===== src/rtl/serial_mag_comp.sv =====
// serial_mag_comp: bit-serial MSB-first magnitude comparator with a valid/ready handshake on both sides
// and saturating tallies of the acknowledged outcomes.
module serial_mag_comp #(
  parameter int WIDTH = 4,
  parameter int CNT_W = 8
) (
  input  logic             clk,
  input  logic             rst_n,
  input  logic             clr,
  input  logic             in_valid,
  output logic             in_ready,
  input  logic             in_a,
  input  logic             in_b,
  output logic             res_valid,
  input  logic             res_ready,
  output logic             gt,
  output logic             eq,
  output logic             lt,
  output logic [CNT_W-1:0] cnt_gt,
  output logic [CNT_W-1:0] cnt_eq,
  output logic [CNT_W-1:0] cnt_lt
);
  localparam int CW = (WIDTH > 2) ? $clog2(WIDTH) : 1;
  typedef enum logic {RECV, HOLD} state_t;
  typedef enum logic [1:0] {D_EQ, D_GT, D_LT} dec_t;
  state_t state_q, state_d;
  dec_t dec_q, dec_d;
  logic [CW-1:0] bit_q, bit_d;
  logic [CNT_W-1:0] cnt_gt_q, cnt_gt_d, cnt_eq_q, cnt_eq_d, cnt_lt_q, cnt_lt_d;
  logic in_ready_q, in_ready_d, res_valid_q, res_valid_d;
  logic gt_q, gt_d, eq_q, eq_d, lt_q, lt_d;
  logic acc, ack, last;
  assign acc  = (state_q == RECV) && in_valid;
  assign ack  = (state_q == HOLD) && res_ready;
  assign last = bit_q == CW'(WIDTH - 1);
  always_comb begin
    state_d  = state_q;
    dec_d    = dec_q;
    bit_d    = bit_q;
    cnt_gt_d = cnt_gt_q;
    cnt_eq_d = cnt_eq_q;
    cnt_lt_d = cnt_lt_q;
    if (clr) begin
      state_d  = RECV;
      dec_d    = D_EQ;
      bit_d    = '0;
      cnt_gt_d = '0;
      cnt_eq_d = '0;
      cnt_lt_d = '0;
    end else if (acc) begin
      bit_d   = last ? '0 : bit_q + 1'b1;
      dec_d   = (dec_q == D_EQ && in_a != in_b) ? (in_a ? D_GT : D_LT) : dec_q;
      state_d = last ? HOLD : RECV;
    end else if (ack) begin
      cnt_gt_d = (dec_q == D_GT && !(&cnt_gt_q)) ? cnt_gt_q + 1'b1 : cnt_gt_q;
      cnt_eq_d = (dec_q == D_EQ && !(&cnt_eq_q)) ? cnt_eq_q + 1'b1 : cnt_eq_q;
      cnt_lt_d = (dec_q == D_LT && !(&cnt_lt_q)) ? cnt_lt_q + 1'b1 : cnt_lt_q;
      dec_d    = D_EQ;
      state_d  = RECV;
    end
    in_ready_d  = state_d == RECV;
    res_valid_d = state_d == HOLD;
    gt_d        = (state_d == HOLD) && (dec_d == D_GT);
    eq_d        = (state_d == HOLD) && (dec_d == D_EQ);
    lt_d        = (state_d == HOLD) && (dec_d == D_LT);
  end
  always_ff @(posedge clk or negedge rst_n) begin
    if (!rst_n) begin
      state_q     <= RECV;
      dec_q       <= D_EQ;
      bit_q       <= '0;
      cnt_gt_q    <= '0;
      cnt_eq_q    <= '0;
      cnt_lt_q    <= '0;
      in_ready_q  <= 1'b1;
      res_valid_q <= 1'b0;
      gt_q        <= 1'b0;
      eq_q        <= 1'b0;
      lt_q        <= 1'b0;
    end else begin
      state_q     <= state_d;
      dec_q       <= dec_d;
      bit_q       <= bit_d;
      cnt_gt_q    <= cnt_gt_d;
      cnt_eq_q    <= cnt_eq_d;
      cnt_lt_q    <= cnt_lt_d;
      in_ready_q  <= in_ready_d;
      res_valid_q <= res_valid_d;
      gt_q        <= gt_d;
      eq_q        <= eq_d;
      lt_q        <= lt_d;
    end
  end
  assign in_ready  = in_ready_q;
  assign res_valid = res_valid_q;
  assign gt        = gt_q;
  assign eq        = eq_q;
  assign lt        = lt_q;
  assign cnt_gt    = cnt_gt_q;
  assign cnt_eq    = cnt_eq_q;
  assign cnt_lt    = cnt_lt_q;
endmodule


===== config.mk =====
export PLATFORM = sky130hd
export DESIGN_NAME = serial_mag_comp
export DESIGN_NICKNAME = d
export VERILOG_FILES = /design/src/rtl/serial_mag_comp.sv
export SDC_FILE = /design/constraint.sdc
export NUM_CORES = 1
export LEC_CHECK = 0
export BUFFER_PORTS_ARGS = -buffer_cell sky130_fd_sc_hd__buf_2
export CORE_MARGIN = 3
export CORE_UTILIZATION = 51
export CTS_BUF_LIST = sky130_fd_sc_hd__clkbuf_2 sky130_fd_sc_hd__clkbuf_4 sky130_fd_sc_hd__clkbuf_8
export DETAILED_ROUTE_END_ITERATION = 16
export GPL_TIMING_DRIVEN = 0
export PLACE_DENSITY = 0.78
export SYNTH_ARGS = -nofsm -noshare
export SYNTH_HDL_FRONTEND = slang
export SYNTH_SLANG_ARGS = --single-unit

===== constraint.sdc =====
create_clock -name clk -period 1.4 [get_ports clk]
set_input_delay 0.21 -clock clk [delete_from_list [all_inputs] [get_ports clk]]
set_output_delay 0.21 -clock clk [all_outputs]
set_load 0.02 [all_outputs]

# After elaboration in Yosys (flattened, before gate mapping)
# Cells that the tools add are included.
# word_totals
regBits	33
output_inout_bits	29
elab_cells	72
input_bits	7
# op_classes
n_bitwise	2
reduce_logical	25
n_eq_ne	7
add_sub_neg	4
muxes	24
# ops
op	count
8-bit 2-to-1 mux	12
8-bit by 1-bit adder with 8-bit output, second input constant	3
8-bit AND reduction	3
2-bit 2-to-1 mux	8
2-bit nonzero test	5
1-bit logical AND	9
3-bit AND reduction	3
2-bit equality test, second input constant	3
2-bit by 1-bit equality test with 1-bit output, second input constant	2
2-bit logical NOT	2
1-bit 2-to-1 mux	4
1-bit logical NOT	3
2-bit by 1-bit adder with 2-bit output, second input constant	1
2-bit != test, second input constant	1
1-bit NOT	2
1-bit != test	1

# Logic depth before layout (Yosys ltp)
# depth
depth_word	7
depth_mapped	6
mapped_depth_nobuf	6

# Worst setup path before layout
# OpenSTA, ideal clock, no wires.
# synth_path
path_type	register to register
startpoint	reg cnt_gt_q[0], in the netlist cnt_gt[0]
endpoint	reg cnt_gt_q[1], in the netlist cnt_gt[1]
path_slack_ps	-189
setup_ps	132
t_required_ps	1268
n_path_buf	0
stages_incl_launch_ff	6
t_arrival_ps	1458
period_less_slack_ps	1589
path_cell_list	dfrtp_1 > ha_1 > nand3_1 > o21ai_0 > mux2i_1 > nor2_1
# synth_via
elab_chain_cells	5
elab_cells_between_ends	10
classes_between	1 x add/sub; 4 x mux; 5 x reduce/logical
# synth_lines
element	line	text
from (decl)	29	logic [CNT_W-1:0] cnt_gt_q, cnt_gt_d, cnt_eq_q, cnt_eq_d, cnt_lt_q, cnt_lt_d;
from (signal assigned)	84	cnt_gt_q <= cnt_gt_d;
8-bit by 1-bit adder with 8-bit output / 8-bit AND reduction (equally long branches)	55	cnt_gt_d = (dec_q == D_GT && !(&cnt_gt_q)) ? cnt_gt_q + 1'b1 : cnt_gt_q;
8-bit 2-to-1 mux / 1-bit logical NOT (equally long branches)	55	
8-bit 2-to-1 mux / 1-bit logical AND (equally long branches)	54, 55	
8-bit 2-to-1 mux / 2-bit nonzero test (equally long branches)	--	
8-bit 2-to-1 mux / 3-bit AND reduction (equally long branches)	--	
# Parallel ways exist; a longest one is shown, timed or not. The select of a mux whose other input is x is not followed.
# A chain may end at the register's enable or synchronous reset.

# Final worst setup path
# layout_path
startpoint	reg dec_q[1]
endpoint	reg cnt_gt_q[4], in the netlist cnt_gt[4]
# layout_via
elab_chain_cells	4
# layout_lines
element	line	text
from (decl)	27	dec_t dec_q, dec_d;
from (signal assigned)	70	dec_q <= D_EQ;
from (signal assigned)	82	dec_q <= dec_d;
2-bit by 1-bit equality test with 1-bit output	55	
1-bit logical AND	55	
2-bit nonzero test (no source line)	--	
3-bit AND reduction (no source line)	--	
# No other way between the ends.

==> results summary <==
The flow ran to the end, but the final reports show violations. The checks that failed: setup timing. The buffer levels on the longest clock path is 2.

The routed via count is approximately 1600. The count of nets after finishing is 235. The net switching component of the power came out at about 0.39 mW. The count of H-tree levels built during CTS came out at 2. The startpoint identified for the worst register-to-register timing path is dec_q[1]$_DFF_PN0_. The mapped cell area is 1753 um^2.

Summing all placed instances gives a cell area of 2023 um^2. IR analysis of the VDD net gives a maximum drop of approximately 0.00045 V. The latest clock arrival within the worst-skew pair is ~340 ps. The core region is around 3200 um^2.

The number of max-cap violations is 0. The number of stages on the worst setup path came out at 5. The instance count of the mapped netlist is around 170. The first global-routing pass estimated between 6000 and 7000 um of wire. The transition time at the pin with the least slew margin is 720.8 ps. The congestion estimate from routability-driven global placement came to 0.8200.

The endpoint of the lowest-slack register-to-register path is cnt_gt[4]$_DFFE_PN0P_. Dividing total power by cell area gives a power density of between 700 and 800 nW/um^2. The share of synthesized area in the top cell type comes to 0.4568. In the final routed layout, each cell accounts on average for 15.13 um. The peak per-stage delay on the critical path is roughly 450 ps. Entering global routing, the biggest net connects 34 pins. The total met3 wirelength after detailed routing is about 180 um.

The post-synth net total is between 150 and 200. The signal on the critical path passes through buf_6 -> and4b_4 -> o211ai_4 -> or3_1 -> a21oi_1. The clock root buffer master is sky130_fd_sc_hd__clkbuf_4.

Following the worst setup path forward leads to its endpoint at cnt_gt[4]$_DFFE_PN0P_. The fraction of power spent switching nets came out at 0.2317. The number of standard-cell rows in the floorplan is 20.

The final max-slew violation count is 0. The via count of the first global-routing pass came to ~1500. The length of routed wiring on met1 is between 1500 and 2000 um. The leakage power of the design is approximately 1.1 nW. The final setup violation count came out at 18. The post-synthesis cell type count came out at 45. Ranked by total cell area, the synthesized netlist is headed by sky130_fd_sc_hd__dfrtp_1, sky130_fd_sc_hd__nor2_1, sky130_fd_sc_hd__mux2i_1. Signal routing reaches up to met4. The final instance area is about 2300 um^2. From synthesis to final layout, the design area changed by 30.62%. The library cell used most frequently in the layout, excluding fill and tap cells, is sky130_fd_sc_hd__buf_2. The number of instances in the placed design is 250. After synthesis the netlist holds a flip-flop and latch count of 33. The finished layout holds roughly 270 standard cells, fillers aside. The post-detailed-route count of antenna-violating nets came out at 0. The initial antenna violation count is 0.

The buffers plus inverters on the worst setup path came out at 1. The worst hold-check path type is in -> reg. The antenna cell count is 0. The library cells used most frequently in the layout, excluding fill and tap cells, are sky130_fd_sc_hd__buf_2, sky130_fd_sc_hd__nor2_1, sky130_fd_sc_hd__dfrtp_1. Of the synthesized area, sequential elements account for 0.4718. The fmax is roughly 660 MHz. After detailed routing, the total wire length is around 4000 um.

The main flop type after synthesis is sky130_fd_sc_hd__dfrtp_1. The starting DRC count in detailed routing is 86. Of all cell types, the one taking the most synthesized area is sky130_fd_sc_hd__dfrtp_1. The setup TNS came out at -734.9 ps. The global-route total usage across every layer is 0.2106. At the worst endpoint, the arrival time is 1770 ps. After clock tree synthesis, the clock-pin slew on the worst setup and hold paths is 90 ps.

The cell with the biggest individual delay on the critical path is sky130_fd_sc_hd__dfrtp_2. The required time of the critical path is 1660 ps. The minimum clock period came out at roughly 1500 ps. The kind of start point of the critical path is a flop. The wire-length estimate of the detail-placed layout is roughly 2800 um. For this run the aggregate overflow at the end of global routing stands at 0. The post-synthesis average cell area came out at just over 10 um^2. The die footprint came out at around 4200 um^2.

The maximum fanout encountered on the critical timing path came out at 4. Buffers placed on the I/O ports in this run total 35. The count of final hold-check violations came out at 0. In the routed layout, each cell is associated on average with a via count of between 5 and 6.

The setup slack on the worst flop-to-flop path came out at -100 ps. The most critical setup path has its startpoint at dec_q[1]$_DFF_PN0_. The DRC violations left is 0. For this run, asynchronously set or reset flops after synthesis account for 1.000.

Cell internal power was estimated by the tool at 1.295 mW. The worst setup path is of the reg -> reg kind. The type of element capturing the critical path is a flop. The share of the clock period used by the worst path after layout came out at 1.074.

The die height is 64.63 um. Of the cells placed in the final design, the portion with a size suffix greater than 1 is 0.4222. The number of synthesized flops with an enable pin came out at 0. The kind of cell adding the most delay to the critical path is simple AND/OR/NAND/NOR gates. The clock drives 33 sinks. In this run the count of I/O pins placed on the die edge is 36. The clock group share of total power came out at 0.359. The total CTS buffers is 5. In this run the tightest slew margin relative to its limit is 0.5195. The sequential fraction of design power came out at 0.577. The iteration count of the initial detailed-routing pass is 4. The number of cells on the worst reg-to-reg path is 5. The worst setup slack after layout is -103.9 ps. The initial utilization of the core area, before any placement, comes to 0.5560. The utilization after layout came out at 0.7262. The routed length on met2 came out at about 2200 um. The clock arrives with approximately 5 ps of skew.

Setup repair after global routing could not meet its margin everywhere. The horizontal die dimension came out at ~65 um. The number of synthesis warnings came out at 0.

TritonCTS built the clock tree. The part of the total power dissipated in combinational logic is 0.064.
synthesized netlist by cell type, types with 2 or more instances:
cell type	number
sky130_fd_sc_hd__dfrtp_1	32
sky130_fd_sc_hd__nor2_1	23
sky130_fd_sc_hd__a21oi_1	9
sky130_fd_sc_hd__and3_1	9
sky130_fd_sc_hd__nand2_1	9
sky130_fd_sc_hd__mux2i_1	7
sky130_fd_sc_hd__nand3_1	7
sky130_fd_sc_hd__xor2_1	7
sky130_fd_sc_hd__nand2b_1	5
sky130_fd_sc_hd__nand4_1	5
sky130_fd_sc_hd__nor3_1	5
sky130_fd_sc_hd__ha_1	4
sky130_fd_sc_hd__o21ai_0	4
sky130_fd_sc_hd__a311oi_1	3
sky130_fd_sc_hd__a31oi_1	2
sky130_fd_sc_hd__and2_1	2
sky130_fd_sc_hd__and4b_4	2
sky130_fd_sc_hd__buf_6	2
sky130_fd_sc_hd__clkbuf_1	2
sky130_fd_sc_hd__nand4b_1	2
sky130_fd_sc_hd__nor2b_1	2
sky130_fd_sc_hd__o211ai_1	2
sky130_fd_sc_hd__o21bai_1	2
sky130_fd_sc_hd__or3_1	2
sky130_fd_sc_hd__xnor2_1	2
worst reg2reg max path, cell delays in order, from the launching register on:
cell and delay, ps:
sky130_fd_sc_hd__dfrtp_2 450, sky130_fd_sc_hd__buf_6 130, sky130_fd_sc_hd__and4b_4 340, sky130_fd_sc_hd__o211ai_4 80, sky130_fd_sc_hd__or3_1 300, sky130_fd_sc_hd__a21oi_1 120
worst min path at each step:
stage | startpoint | endpoint | depth (start not counted)
after floorplan | rst_n | bit_q[0]$_DFFE_PN0P_ | 0
after global placement | rst_n | gt$_DFF_PN0_ | 1
after detailed placement | rst_n | cnt_eq[6]$_DFFE_PN0P_ | 1
after CTS | clr | dec_q[1]$_DFF_PN0_ | 2
after global routing | clr | dec_q[1]$_DFF_PN0_ | 2
final | clr | dec_q[1]$_DFF_PN0_ | 2
cell families (layout without fill, tap and decap cells):
| kind of cell | count (synthesis) | after routing | share of synthesized area |
|---|---|---|---|
| XOR/XNOR | 9 | 9 | 0.04497 |
| multiplexers | 8 | 8 | 0.04640 |
| buffers and inverters | 6 | 60 | 0.02141 |
| AO/OA/AOI/OAI | 30 | 30 | 0.1263 |
| adder cells (fa/ha/maj) | 4 | 4 | 0.02855 |
| flip-flops | 33 | 33 | 0.4718 |
| AND/OR/NAND/NOR | 81 | 81 | 0.2605 |
metal layers:
metal | vias up | track usage
met5 | - | 0
met2 | 42 | 0.3827
li1 | 731 | -
met4 | 0 | 0.09499
met3 | 7 | 0.04159
met1 | 774 | 0.2363
per-stage QoR:
step | worst slack, ps | power [mW] | hold slack, ps
global placement | -142.9 | 1.075 | 298.4
detailed placement | -185.5 | 1.080 | 302.8
CTS | -121.1 | 1.696 | 104.7
global route | -150.5 | 1.761 | 97.48
floorplan | -60.91 | 1.032 | -85.59
finish | -103.9 | 1.686 | 97.22
sequential cells by signal, summed over array words and instances (netlist names):
register / cells
bit_q: 2
cnt_eq: 8
cnt_gt: 8
cnt_lt: 8
dec_q: 2
eq: 1
gt: 1
in_ready: 1
lt: 1
res_valid: 1
power by group through the flow:
stage / clock (mW) / sequential (mW) / combinational (mW)
floorplan: 0 / 0.990 / 0.0421
global placement: 0 / 0.990 / 0.0846
detailed placement: 0 / 0.992 / 0.0878
CTS: 0.618 / 0.972 / 0.106
global route: 0.663 / 0.974 / 0.123
finish: 0.606 / 0.973 / 0.108
repair_timing:
| action | in CTS | in global routing |
|---|---|---|
| buffers inserted | 9 | 2 |
| endpoints found under the hold margin | 32 | 0 |
| pin swaps | 6 | 12 |
| endpoints found under the setup margin | 11 | 28 |
| hold buffers | 1 | 0 |
| resized for setup | 11 | 17 |
final cells by class:
cell class / instances / area, um^2
inverter: 1 / 3.754
sequential: 33 / 844.6
timing repair buffer: 47 / 286.5
clock inverter: 1 / 5.005
clock buffer: 7 / 65.06
multi-input combinational: 132 / 1007
buffer: 4 / 22.52
tap: 44 / 55.05
fill: 246 / 863.3
Note: power is estimated with default switching activity, not from simulation.
